### src/rtl/loader_pkg.sv
// Shared types and constants for the instruction-memory boot loader.
// ST_CHECK only exists when IMEM_LOADER_CHECKSUM_EN is defined.
package loader_pkg;

  localparam int LEN_BYTES      = 4;
  localparam int BYTES_PER_WORD = 4;
  localparam int WORD_BITS      = BYTES_PER_WORD * 8;

  typedef enum logic [2:0] {
    ST_LEN,
    ST_DATA,
    ST_WRITE,
    ST_DONE,
`ifdef IMEM_LOADER_CHECKSUM_EN
    ST_ERROR,
    ST_CHECK
`else
    ST_ERROR
`endif
  } state_t;

  // States in which the byte stream is consumed.
  function automatic logic is_intake(input state_t s);
`ifdef IMEM_LOADER_CHECKSUM_EN
    return (s == ST_LEN) || (s == ST_DATA) || (s == ST_CHECK);
`else
    return (s == ST_LEN) || (s == ST_DATA);
`endif
  endfunction

endpackage

### src/rtl/imem_loader_byte_assembler.sv
// Little-endian byte-to-word packer; word_ready pulses combinationally with the
// final byte of each word, so o_word is valid in that same cycle. Never stalls.
module byte_assembler
  import loader_pkg::*;
(
  input  logic                 clk,
  input  logic                 reset,
  input  logic                 i_clear,
  input  logic                 i_byte_vld,
  input  logic [7:0]           i_byte,
  output logic [WORD_BITS-1:0] o_word,
  output logic                 o_word_ready
);

  logic [1:0]           r_cnt;
  logic [WORD_BITS-9:0] r_bytes;
  logic                 w_last;

  assign w_last       = (r_cnt == 2'(BYTES_PER_WORD - 1));
  assign o_word_ready = i_byte_vld && w_last && !i_clear;
  // The last byte bypasses the shift register so the word is usable immediately.
  assign o_word       = {i_byte, r_bytes};

  always_ff @(posedge clk or negedge reset) begin
    if (!reset) begin
      r_cnt   <= 2'd0;
      r_bytes <= '0;
    end else if (i_clear) begin
      r_cnt   <= 2'd0;
    end else if (i_byte_vld) begin
      r_cnt   <= r_cnt + 2'd1;
      r_bytes <= {i_byte, r_bytes[WORD_BITS-9:8]};
    end
  end

endmodule

### src/rtl/imem_loader.sv
// Boot loader: LE length header then N LE words, one mem_write per word; in_ready
// drops during each write and once finished. Optional checksum via IMEM_LOADER_CHECKSUM_EN.
module imem_loader
  import loader_pkg::*;
#(
  parameter int                      ADDRESS_SIZE = 32,
  parameter logic [ADDRESS_SIZE-1:0] BOOT_ADDRESS = 32'h1000,
  parameter logic [ADDRESS_SIZE-1:0] MEM_SIZE     = 32'h1000
) (
  input  logic                    clk,
  input  logic                    reset,
  input  logic                    in_valid,
  input  logic [7:0]              in_data,
  output logic                    in_ready,
  output logic                    mem_write,
  output logic [ADDRESS_SIZE-1:0] mem_address,
  output logic [ADDRESS_SIZE-1:0] mem_data,
  output logic                    core_hold,
  output logic                    done,
  output logic                    error
);

  // Comparing N against capacity/4 avoids the overflow of computing N*4.
  localparam logic [ADDRESS_SIZE-1:0] MAX_WORDS = MEM_SIZE >> 2;
`ifdef IMEM_LOADER_CHECKSUM_EN
  localparam state_t ST_END = ST_CHECK;
`else
  localparam state_t ST_END = ST_DONE;
`endif

  state_t                  r_state;
  state_t                  w_next_state;
  logic [ADDRESS_SIZE-1:0] r_word_cnt;
  logic [ADDRESS_SIZE-1:0] r_k;
  logic [ADDRESS_SIZE-1:0] r_addr;
  logic [ADDRESS_SIZE-1:0] r_data;
`ifdef IMEM_LOADER_CHECKSUM_EN
  logic [7:0]              r_csum;
`endif

  logic                    w_accept;
  logic                    w_asm_vld;
  logic                    w_asm_clear;
  logic                    w_word_ready;
  logic [WORD_BITS-1:0]    w_asm_word;
  logic [ADDRESS_SIZE-1:0] w_word;
  logic                    w_last_word;

  assign w_accept    = in_valid && in_ready;
  assign w_asm_vld   = w_accept && ((r_state == ST_LEN) || (r_state == ST_DATA));
  assign w_asm_clear = !((r_state == ST_LEN) || (r_state == ST_DATA));
  assign w_word      = ADDRESS_SIZE'(w_asm_word);
  assign w_last_word = ((r_k + 1'b1) == r_word_cnt);

  assign mem_address = r_addr;
  assign mem_data    = r_data;

  byte_assembler u_asm (
    .clk          (clk),
    .reset        (reset),
    .i_clear      (w_asm_clear),
    .i_byte_vld   (w_asm_vld),
    .i_byte       (in_data),
    .o_word       (w_asm_word),
    .o_word_ready (w_word_ready)
  );

  always_ff @(posedge clk or negedge reset) begin
    if (!reset) begin
      r_state <= ST_LEN;
    end else begin
      r_state <= w_next_state;
    end
  end

  always_comb begin
    w_next_state = r_state;
    in_ready     = is_intake(r_state);
    mem_write    = 1'b0;
    core_hold    = 1'b1;
    done         = 1'b0;
    error        = 1'b0;
    case (r_state)
      ST_LEN: begin
        if (w_word_ready) begin
          if (w_word == '0) begin
            w_next_state = ST_END;
          end else if (w_word > MAX_WORDS) begin
            w_next_state = ST_ERROR;
          end else begin
            w_next_state = ST_DATA;
          end
        end
      end
      ST_DATA: begin
        if (w_word_ready) begin
          w_next_state = ST_WRITE;
        end
      end
      ST_WRITE: begin
        mem_write    = 1'b1;
        w_next_state = w_last_word ? ST_END : ST_DATA;
      end
`ifdef IMEM_LOADER_CHECKSUM_EN
      ST_CHECK: begin
        if (w_accept) begin
          w_next_state = (in_data == r_csum) ? ST_DONE : ST_ERROR;
        end
      end
`endif
      ST_DONE: begin
        core_hold = 1'b0;
        done      = 1'b1;
      end
      ST_ERROR: begin
        error = 1'b1;
      end
      default: begin
        w_next_state = r_state;
      end
    endcase
  end

  always_ff @(posedge clk or negedge reset) begin
    if (!reset) begin
      r_word_cnt <= '0;
      r_k        <= '0;
      r_addr     <= BOOT_ADDRESS;
      r_data     <= '0;
`ifdef IMEM_LOADER_CHECKSUM_EN
      r_csum     <= 8'h00;
`endif
    end else begin
      case (r_state)
        ST_LEN: begin
          if (w_word_ready) begin
            r_word_cnt <= w_word;
            r_k        <= '0;
            r_addr     <= BOOT_ADDRESS;
          end
        end
        ST_DATA: begin
`ifdef IMEM_LOADER_CHECKSUM_EN
          if (w_asm_vld) begin
            r_csum <= r_csum ^ in_data;
          end
`endif
          if (w_word_ready) begin
            r_data <= w_word;
          end
        end
        ST_WRITE: begin
          r_k    <= r_k + 1'b1;
          r_addr <= r_addr + ADDRESS_SIZE'(BYTES_PER_WORD);
        end
        default: begin
          r_k <= r_k;
        end
      endcase
    end
  end

endmodule

### config.mk
export PLATFORM = sky130hd
export DESIGN_NAME = imem_loader
export DESIGN_NICKNAME = d
export VERILOG_FILES = /design/src/rtl/loader_pkg.sv /design/src/rtl/imem_loader_byte_assembler.sv /design/src/rtl/imem_loader.sv
export SDC_FILE = /design/constraint.sdc
export NUM_CORES = 1
export LEC_CHECK = 0
export ABC_AREA = 1
export BUFFER_PORTS_ARGS = -buffer_cell sky130_fd_sc_hd__buf_2
export CAP_MARGIN = 0
export CORE_MARGIN = 2
export CORE_UTILIZATION = 45
export CTS_CLUSTER_DIAMETER = 120
export DETAILED_ROUTE_END_ITERATION = 12
export GPL_ROUTABILITY_DRIVEN = 0
export PLACE_DENSITY_LB_ADDON = 0.05
export SLEW_MARGIN = 0
export SYNTH_ARGS = -nofsm -noshare
export SYNTH_HDL_FRONTEND = slang
export SYNTH_SLANG_ARGS = --single-unit
### constraint.sdc
create_clock -name clk -period 2.5 [get_ports clk]
set_input_delay 0.5 -clock clk [delete_from_list [all_inputs] [get_ports clk]]
set_output_delay 0.5 -clock clk [all_outputs]
set_load 0.05 [all_outputs]
==> qor_table.md, run 1 <==
| Group | Metric | This run |
|---|---|---|
| status | Outcome | finished, final reports clean |
| power and ir drop | Power Density | 560 nW/µm² |
| setup path | Classification of the worst setup path | reg -> reg |
| layout | Share of layout cells above drive strength 1 | 0.141 |
| sta | Transition at the pin with the smallest max-transition slack | 561 ps |
| global route | Global-route wire length before repair | 33.5 mm |
| worst hold path | Worst hold-check path type | in -> async |
| sta | Sum of negative setup slack | 0 ps |
| setup path | Reg2reg setup slack | 230 ps |
| routing | Total number of vias | 7,014 |
| setup path | Reg2reg path depth | 17 |
| synth | Area of the mapped netlist | 8060 µm² |
| die | IO Pins | 80 |
| synth | Post-synthesis cell type with the largest combined area | dfrtp_1 |
| synth | Register bit count reported by yosys | 155 |
| setup path | Critical R2R Capture | r_state[1]$_DFFE_PN0P_ |
| sta | Final Max Slew Viols | 0 |
| placement | Setup Slack @ Placement | 139 ps |
| placement | Port Buf Inserts | 77 |
| layout | Total inserted antenna cells | 0 |
| synth | Sequential share of the synthesized area | 0.482 |
| global route | Total global routing overflow | 0 |
| routing | Wirelength, routed | 20.9 mm |
| routing | Average detailed-routed wire length per instance | 15.2 µm |
| sta | Final worst path period need | 2270 ps |
| power and ir drop | Cell Int Power | 3.97 mW |
| clocking | Maximum buffer depth of the clock tree | 2 |
| sta | Achievable frequency | 0.440 GHz |
| sta | Hold_ws | 40.2 ps |
| clocking | H-tree depth | 4 |
| synth | Yosys cell types | 40 |
| clocking | Root Driver | clkbuf_16 |
| routing | Post-DR vias/cell | 5.09 |
| layout | Most common library cell in the layout ignoring fill and taps | nand2_1 |
| setup path | Crit start category | register |
| sta | Max_slew headroom | 0.626 |
| power and ir drop | Switching fraction of total power | 0.240 |
| power and ir drop | Net load switching power | 1.25 mW |
| global route | Antenna violations before repair | 0 |
| setup path | Slowest cell on the critical path | dfrtp_2 |
| job | Max-capacitance violation count | 0 |
| synth | Synth top area cells | dfrtp_1 (48%), nand2_1 (16%), o21ai_0 (5.5%) |
| setup path | List of cells traversed by the critical path | ha_1 -> nand2_2 -> nor2_4 -> nand2_2 -> nor2_4 -> nand2_1 -> nand2_1 -> nand2_1 -> nand2_1 -> nand2_1 -> nor2_1 -> nand2_1 -> nor2_1 -> nand3_2 -> nand2_1 -> nand2_1 -> nand2_1 |
| die | Row count | 48 |
| die | DIE HEIGHT | 138 µm |
| global route | GRT Resource Usage Total | 0.231 |
| layout | Number of fillers in the final layout | 1,693 |
| layout | Layout Utilization | 0.536 |
| synth | Async SR Flop Fraction | 1.00 |
| power and ir drop | Maximum resistive drop on vdd | 0.445 mV |
| synth | Number of enable flip-flop cells after synthesis | 0 |
| clocking | Clock net sink count | 155 |
| clocking | Clock tree from TritonCTS | yes |
| setup path | Most frequent CP cell | nand2_1 |
| setup path | WP buf/inv | 0 |
| power and ir drop | Proportion of power drawn by flip-flops and latches | 0.486 |
| synth | Cell count after synthesis | 1,061 |
| synth | Synthesized area divided by synthesized cell count | 7.59 µm² |
| sta | Portion of the clock cycle consumed by the worst path in the final layout | 0.909 |
| placement | Half-perimeter wire length after placement | 15.1 mm |
| synth | Area share of the largest cell type after synthesis | 0.478 |
| setup path | Max Fanout on Critical Path | 7 |
| routing | Number of iterations in the first detailed-routing pass | 5 |
| synth | Yosys synthesis warning count | 0 |
| sta | Count of final hold-check violations | 0 |
| setup path | Launch point of the worst reg-to-reg path | r_k[0]$_DFFE_PN0P_ |
| power and ir drop | Part of the power in combinational logic | 0.025 |
| layout | Synthesis-to-finish area growth | 16.0% |
| die | Starting density of the core | 0.463 |
| routing | Count of routing violations after the opening detailed-route iteration | 494 |
| die | Std-Cell Core Area | 17,400 µm² |
| sta | Setup Viol. Count Final | 0 |
| routing | Routed Antenna Nets | 0 |
| clocking | Skew-Pair Late Insertion Delay | 430 ps |
| setup path | Arrival time of data at the critical path endpoint | 2640 ps |
| setup path | Worst path top cell family by delay | simple AND/OR/NAND/NOR gates |
| setup path | Worst EP required | 2870 ps |
| setup path | Delay of the slowest cell on the worst path | 410 ps |
| clocking | TritonCTS Buffers | 17 |
| synth | Flip-flop cell with the highest count after synthesis | dfrtp_1 |
| setup path | Critical Path Sink Type | register |
| layout | Top library cells by usage in the layout, fill and taps aside | nand2_1 (339), dfrtp_1 (153), inv_1 (116) |
| global route | Maximum number of pins on one net before global-route repair | 66 |
| die | Die extent in x | 138 µm |
| power and ir drop | Static Leak | 4.90 nW |
| sta | Final critical-path setup slack | 226 ps |
| power and ir drop | Clk network pwr share | 0.489 |
| global route | Number of global-route vias before repair | 6,400 |
| sta | Max Clock Skew | 10.3 ps |
| layout | Layout net count | 1,154 |
| routing | DRC violation count after routing | 0 |
| clocking | Clock slew seen by the registers of the worst setup and hold paths | 70 ps |
| die | DIE AREA | 19,000 µm² |
worst register-to-register path: stages (launching register included):
cell,delay [ps]
dfrtp_2,410
ha_1,230
nand2_2,110
nor2_4,230
nand2_2,120
nor2_4,190
nand2_1,80
nand2_1,80
nand2_1,70
nand2_1,60
nand2_1,50
nor2_1,80
nand2_1,70
nor2_1,140
nand3_2,130
nand2_1,80
nand2_1,40
nand2_1,50
worst max-delay path by stage:
| stage | startpoint | to | depth (start not counted) |
|---|---|---|---|
| 6_report | r_k[0]$_DFFE_PN0P_ | r_state[1]$_DFFE_PN0P_ | 17 |
| 5_1_grt | r_k[0]$_DFFE_PN0P_ | r_state[1]$_DFFE_PN0P_ | 17 |
| 4_1_cts | r_k[0]$_DFFE_PN0P_ | r_state[1]$_DFFE_PN0P_ | 17 |
| 3_5_place_dp | r_k[0]$_DFFE_PN0P_ | r_state[1]$_DFFE_PN0P_ | 17 |
| 3_3_place_gp | r_k[0]$_DFFE_PN0P_ | r_state[1]$_DFFE_PN0P_ | 17 |
| 2_1_floorplan | mem_address[2]$_DFFE_PN0P_ | mem_address[30]$_DFFE_PN0P_ | 11 |
state kept, by name, summed over array words and instances (netlist names):
signal	count
u_asm.r_bytes	24
r_state	3
r_k	32
r_word_cnt	32
mem_data	32
mem_address	30
u_asm.r_cnt	2
metal layers:
metal  vias up  share of wire  GRT usage
met5         -              0          0
met4         0          0.011     0.0595
met1      3259           0.51      0.355
li1       3587              -          -
met2       149           0.43      0.333
met3        19          0.045     0.0460
stage by stage:
stage                     instance area, µm²  std cells  total power, mW
after CTS                               9290       1376             5.29
after global placement                  8720       1344             2.72
after detailed placement                8720       1344             2.72
after floorplan                         8060       1062             2.63
after global routing                    9340       1378             5.41
final                                   9340       1378             5.23
synthesized netlist by cell type, types with 2 or more instances:
cell,n
a21oi_1,20
a22o_1,3
a22oi_1,4
a31oi_1,5
buf_2,5
buf_4,7
clkbuf_1,21
dfrtp_1,154
ha_1,3
inv_1,116
inv_2,5
mux2i_1,3
nand2_1,341
nand2_2,4
nand3_1,73
nand3b_1,14
nand4_1,8
nor2_1,88
nor2_2,6
nor2_4,4
nor3_1,5
nor3_2,4
nor3_4,2
nor4_1,3
o21ai_0,89
o21ai_1,33
o22ai_1,21
xnor2_1,2
xnor3_1,3
xor2_1,5
kinds of logic after synthesis:
kind of cell             after synthesis  share of synthesized area
AND/OR/NAND/NOR                      557                      0.300
AO/OA/AOI/OAI                        177                      0.117
flip-flops                           155                      0.482
buffers and inverters                155                     0.0764
XOR/XNOR                              10                     0.0160
adder cells (fa/ha/maj)                3                    0.00466
multiplexers                           3                    0.00373
other                                  1                   0.000466
power groups by stage:
stage               combinational [mW]  sequential (mW)  clock [mW]
floorplan                       0.0414             2.59           0
global placement                 0.133             2.59           0
detailed placement               0.133             2.59           0
CTS                              0.134             2.54        2.61
global route                     0.149             2.54        2.72
finish                           0.129             2.54        2.56
what timing repair did:
action / CTS / global route
gates resized for setup: 0 / 10
hold buffers: 0 / 0
setup buffers: 0 / 2
setup endpoints to repair: 0 / 1
cell type report:
type	count	area [µm²]	share of cell area
inverter	122	459	0.0491
multi-input combinational	752	3600	0.386
sequential	155	3880	0.415
clock inverter	14	138	0.0147
timing repair buffer	92	542	0.0580
clock buffer	18	439	0.0470
tap	225	282	0.0301
(Power assumes the default switching activity.)
==> inputs of run 2 (changes only) <==
Settings changed: CORE_UTILIZATION 45 to 52.
==> run 2 against run 1 <==
  * Clock skew is 1.2 ps lower
  * Sequential share of layout area grew 0.33 points
  * Via count increased by 1.5%
  * Setup slack lost 110 ps
  * Final cell count down 2.7%
  * Combinational power about the same
  * Worst hold slack worse by 39 ps
  * First-iteration DRC count is 16% higher
  * Fmax shrank 4.7%
  * Critical path type is now reg -> out
  * Largest power group is now sequential cells
==> qor_table.md, run 2 (same netlist as run 1, synthesis figures left out) <==
| Group | Metric | This run | vs previous |
|---|---|---|---|
| status | Outcome | finished, final reports clean |  |
| setup path | Delay of the slowest cell on the worst path | 490 ps | +80 ps |
| routing | Count of routing violations after the opening detailed-route iteration | 575 | +16% |
| sta | Final critical-path setup slack | 115 ps | -111 ps |
| clocking | Clock slew seen by the registers of the worst setup and hold paths | 60 ps | about the same |
| setup path | Arrival time of data at the critical path endpoint | 1880 ps | -760 ps |
| die | IO Pins | 80 | unchanged |
| sta | Final Max Slew Viols | 0 | unchanged |
| die | Std-Cell Core Area | 15,100 µm² | -13% |
| sta | Portion of the clock cycle consumed by the worst path in the final layout | 0.954 | +0.0444 |
| die | Starting density of the core | 0.532 | +0.0693 |
| sta | Final worst path period need | 2380 ps | +111 ps |
| job | Max-capacitance violation count | 0 | unchanged |
| setup path | Classification of the worst setup path | reg -> out |  |
| setup path | Slowest cell on the critical path | dfrtp_2 |  |
| setup path | Worst EP required | 2000 ps | -870 ps |
| setup path | Reg2reg setup slack | 200 ps | -30 ps |
| global route | GRT Resource Usage Total | 0.262 | +0.0304 |
| global route | Total global routing overflow | 0 | unchanged |
| clocking | H-tree depth | 4 | unchanged |
| sta | Count of final hold-check violations | 0 | unchanged |
| clocking | Clock tree from TritonCTS | yes |  |
| sta | Setup Viol. Count Final | 0 | unchanged |
| placement | Half-perimeter wire length after placement | 14.8 mm | -1.8% |
| die | Row count | 45 | -6.3% |
| layout | Combined area of the multi-input logic cells | 3590 µm² | -0.35% |
| layout | Share of layout cells above drive strength 1 | 0.137 | -0.00434 |
| layout | Most common library cell in the layout ignoring fill and taps | nand2_1 |  |
| routing | Wirelength, routed | 20.2 mm | -3.1% |
| power and ir drop | Maximum resistive drop on vdd | 0.535 mV | +20% |
| placement | Area post-placement | 8690 µm² | -0.30% |
| routing | Post-DR vias/cell | 5.31 | +4.3% |
| global route | Maximum number of pins on one net before global-route repair | 76 | +15% |
| layout | Total inserted antenna cells | 0 | unchanged |
| setup path | List of cells traversed by the critical path | inv_1 -> nor3_4 -> buf_12 -> buf_2 |  |
| sta | Max_slew headroom | 0.649 | +0.0225 |
| sta | Sum of negative setup slack | 0 ps | unchanged |
| setup path | WP buf/inv | 3 | +3 |
| die | Die extent in x | 128 µm | -6.8% |
| global route | Antenna violations before repair | 0 | unchanged |
| placement | Setup Slack @ Placement | 188 ps | +48.6 ps |
| power and ir drop | Power Density | 549 nW/µm² | -1.9% |
| routing | Number of iterations in the first detailed-routing pass | 5 | unchanged |
| routing | Total number of vias | 7,119 | +1.5% |
| routing | Average detailed-routed wire length per instance | 15.1 µm | -0.47% |
| layout | Number of fillers in the final layout | 1,411 | -17% |
| routing | DRC violation count after routing | 0 | unchanged |
| die | DIE AREA | 16,500 µm² | -13% |
| global route | Number of global-route vias before repair | 6,601 | +3.1% |
| global route | Global-route wire length before repair | 33.9 mm | +1.2% |
| sta | RSZ-0062 raised after global routing | no |  |
| worst hold path | Worst hold-check path type | in -> async |  |
| layout | Top library cells by usage in the layout, fill and taps aside | nand2_1 (340), dfrtp_1 (152), inv_1 (116) |  |
| setup path | Critical Path Sink Type | primary output |  |
| clocking | Maximum buffer depth of the clock tree | 2 | unchanged |
| layout | Post-route design area | 9270 µm² | -0.75% |
| setup path | Crit start category | register |  |
| sta | Max Clock Skew | 9.10 ps | -1.24 ps |
| sta | Achievable frequency | 0.419 GHz | -4.7% |
| die | DIE HEIGHT | 128 µm | -6.8% |
| clocking | Skew-Pair Late Insertion Delay | 430 ps | about the same |
| placement | Port Buf Inserts | 77 | unchanged |
| layout | Layout net count | 1,155 | +0.087% |
| clocking | Clock net sink count | 155 | unchanged |
| layout | Synthesis-to-finish area growth | 15.1% |  |
| layout | Sequential Area | 3880 µm² | about the same |
| routing | Routed Antenna Nets | 0 | unchanged |
| power and ir drop | Static Leak | 4.89 nW | -0.32% |
| setup path | Worst path top cell family by delay | buffers and inverters |  |
| clocking | TritonCTS Buffers | 17 | unchanged |
| clocking | Root Driver | clkbuf_16 |  |
| setup path | Max Fanout on Critical Path | 38 | +31 |
| sta | Transition at the pin with the smallest max-transition slack | 527 ps | -33.7 ps |
-- run 2: layer usage --
metal  share of wire  routed length, µm  global-route usage
met1            0.50              10100               0.404
met2            0.44               8830               0.384
met3           0.052               1050              0.0474
met4           0.012                239              0.0633
met5               0                  0                   0
-- run 2: power breakdown --
| part | internal (mW) | switching [mW] |
|---|---|---|
| clock | 1.34 | 1.08 |
| sequential | 2.53 | 0.0123 |
| combinational | 0.0267 | 0.101 |
| total | 3.89 | 1.20 |
-- run 2: cell type report --
cell class              instances  area share
flip-flops and latches        155       0.419
multi-input cells             752       0.387
repair buffers                 93      0.0606
clock buffers                  21      0.0496
inverters                     122      0.0495
well taps                     188      0.0254
clock inverters                10     0.00904
-- run 2: timing repair --
action | 4_1_cts | 5_1_grt
endpoints found under the hold margin | 0 | 0
setup endpoints to repair | 1 | 1
pin swaps | 0 | 2
buffers inserted | 0 | 2
cloned | 0 | 0
gates resized for setup | 1 | 7
hold buffers | 0 | 0
-- run 2: metrics by stage --
step / total power [mW] / util / hold WS, ps / std cells
floorplan: 2.63 / - / 204 / 1062
global placement: 2.72 / 0.574 / 462 / 1308
detailed placement: 2.72 / 0.574 / 463 / 1308
CTS: 5.13 / 0.610 / 13.5 / 1339
global route: 5.26 / 0.612 / 28.6 / 1341
finish: 5.09 / 0.612 / 1.47 / 1341
-- run 2: worst paths after layout --
check / cells after the start / endpoint / from
worst max-delay path: 4 / mem_write / r_state[1]$_DFFE_PN0P_
worst min-delay path: 1 / r_k[9]$_DFFE_PN0P_ / reset
worst max register to register: 17 / r_state[1]$_DFFE_PN0P_ / r_k[0]$_DFFE_PN0P_
worst min register to register: 2 / mem_data[23]$_DFFE_PN0P_ / mem_data[23]$_DFFE_PN0P_
max in group asynchronous: 2 / r_word_cnt[8]$_DFFE_PN0P_ / reset
min in group clk: 3 / u_asm.r_bytes[19]$_DFFE_PN0P_ / in_data[3]
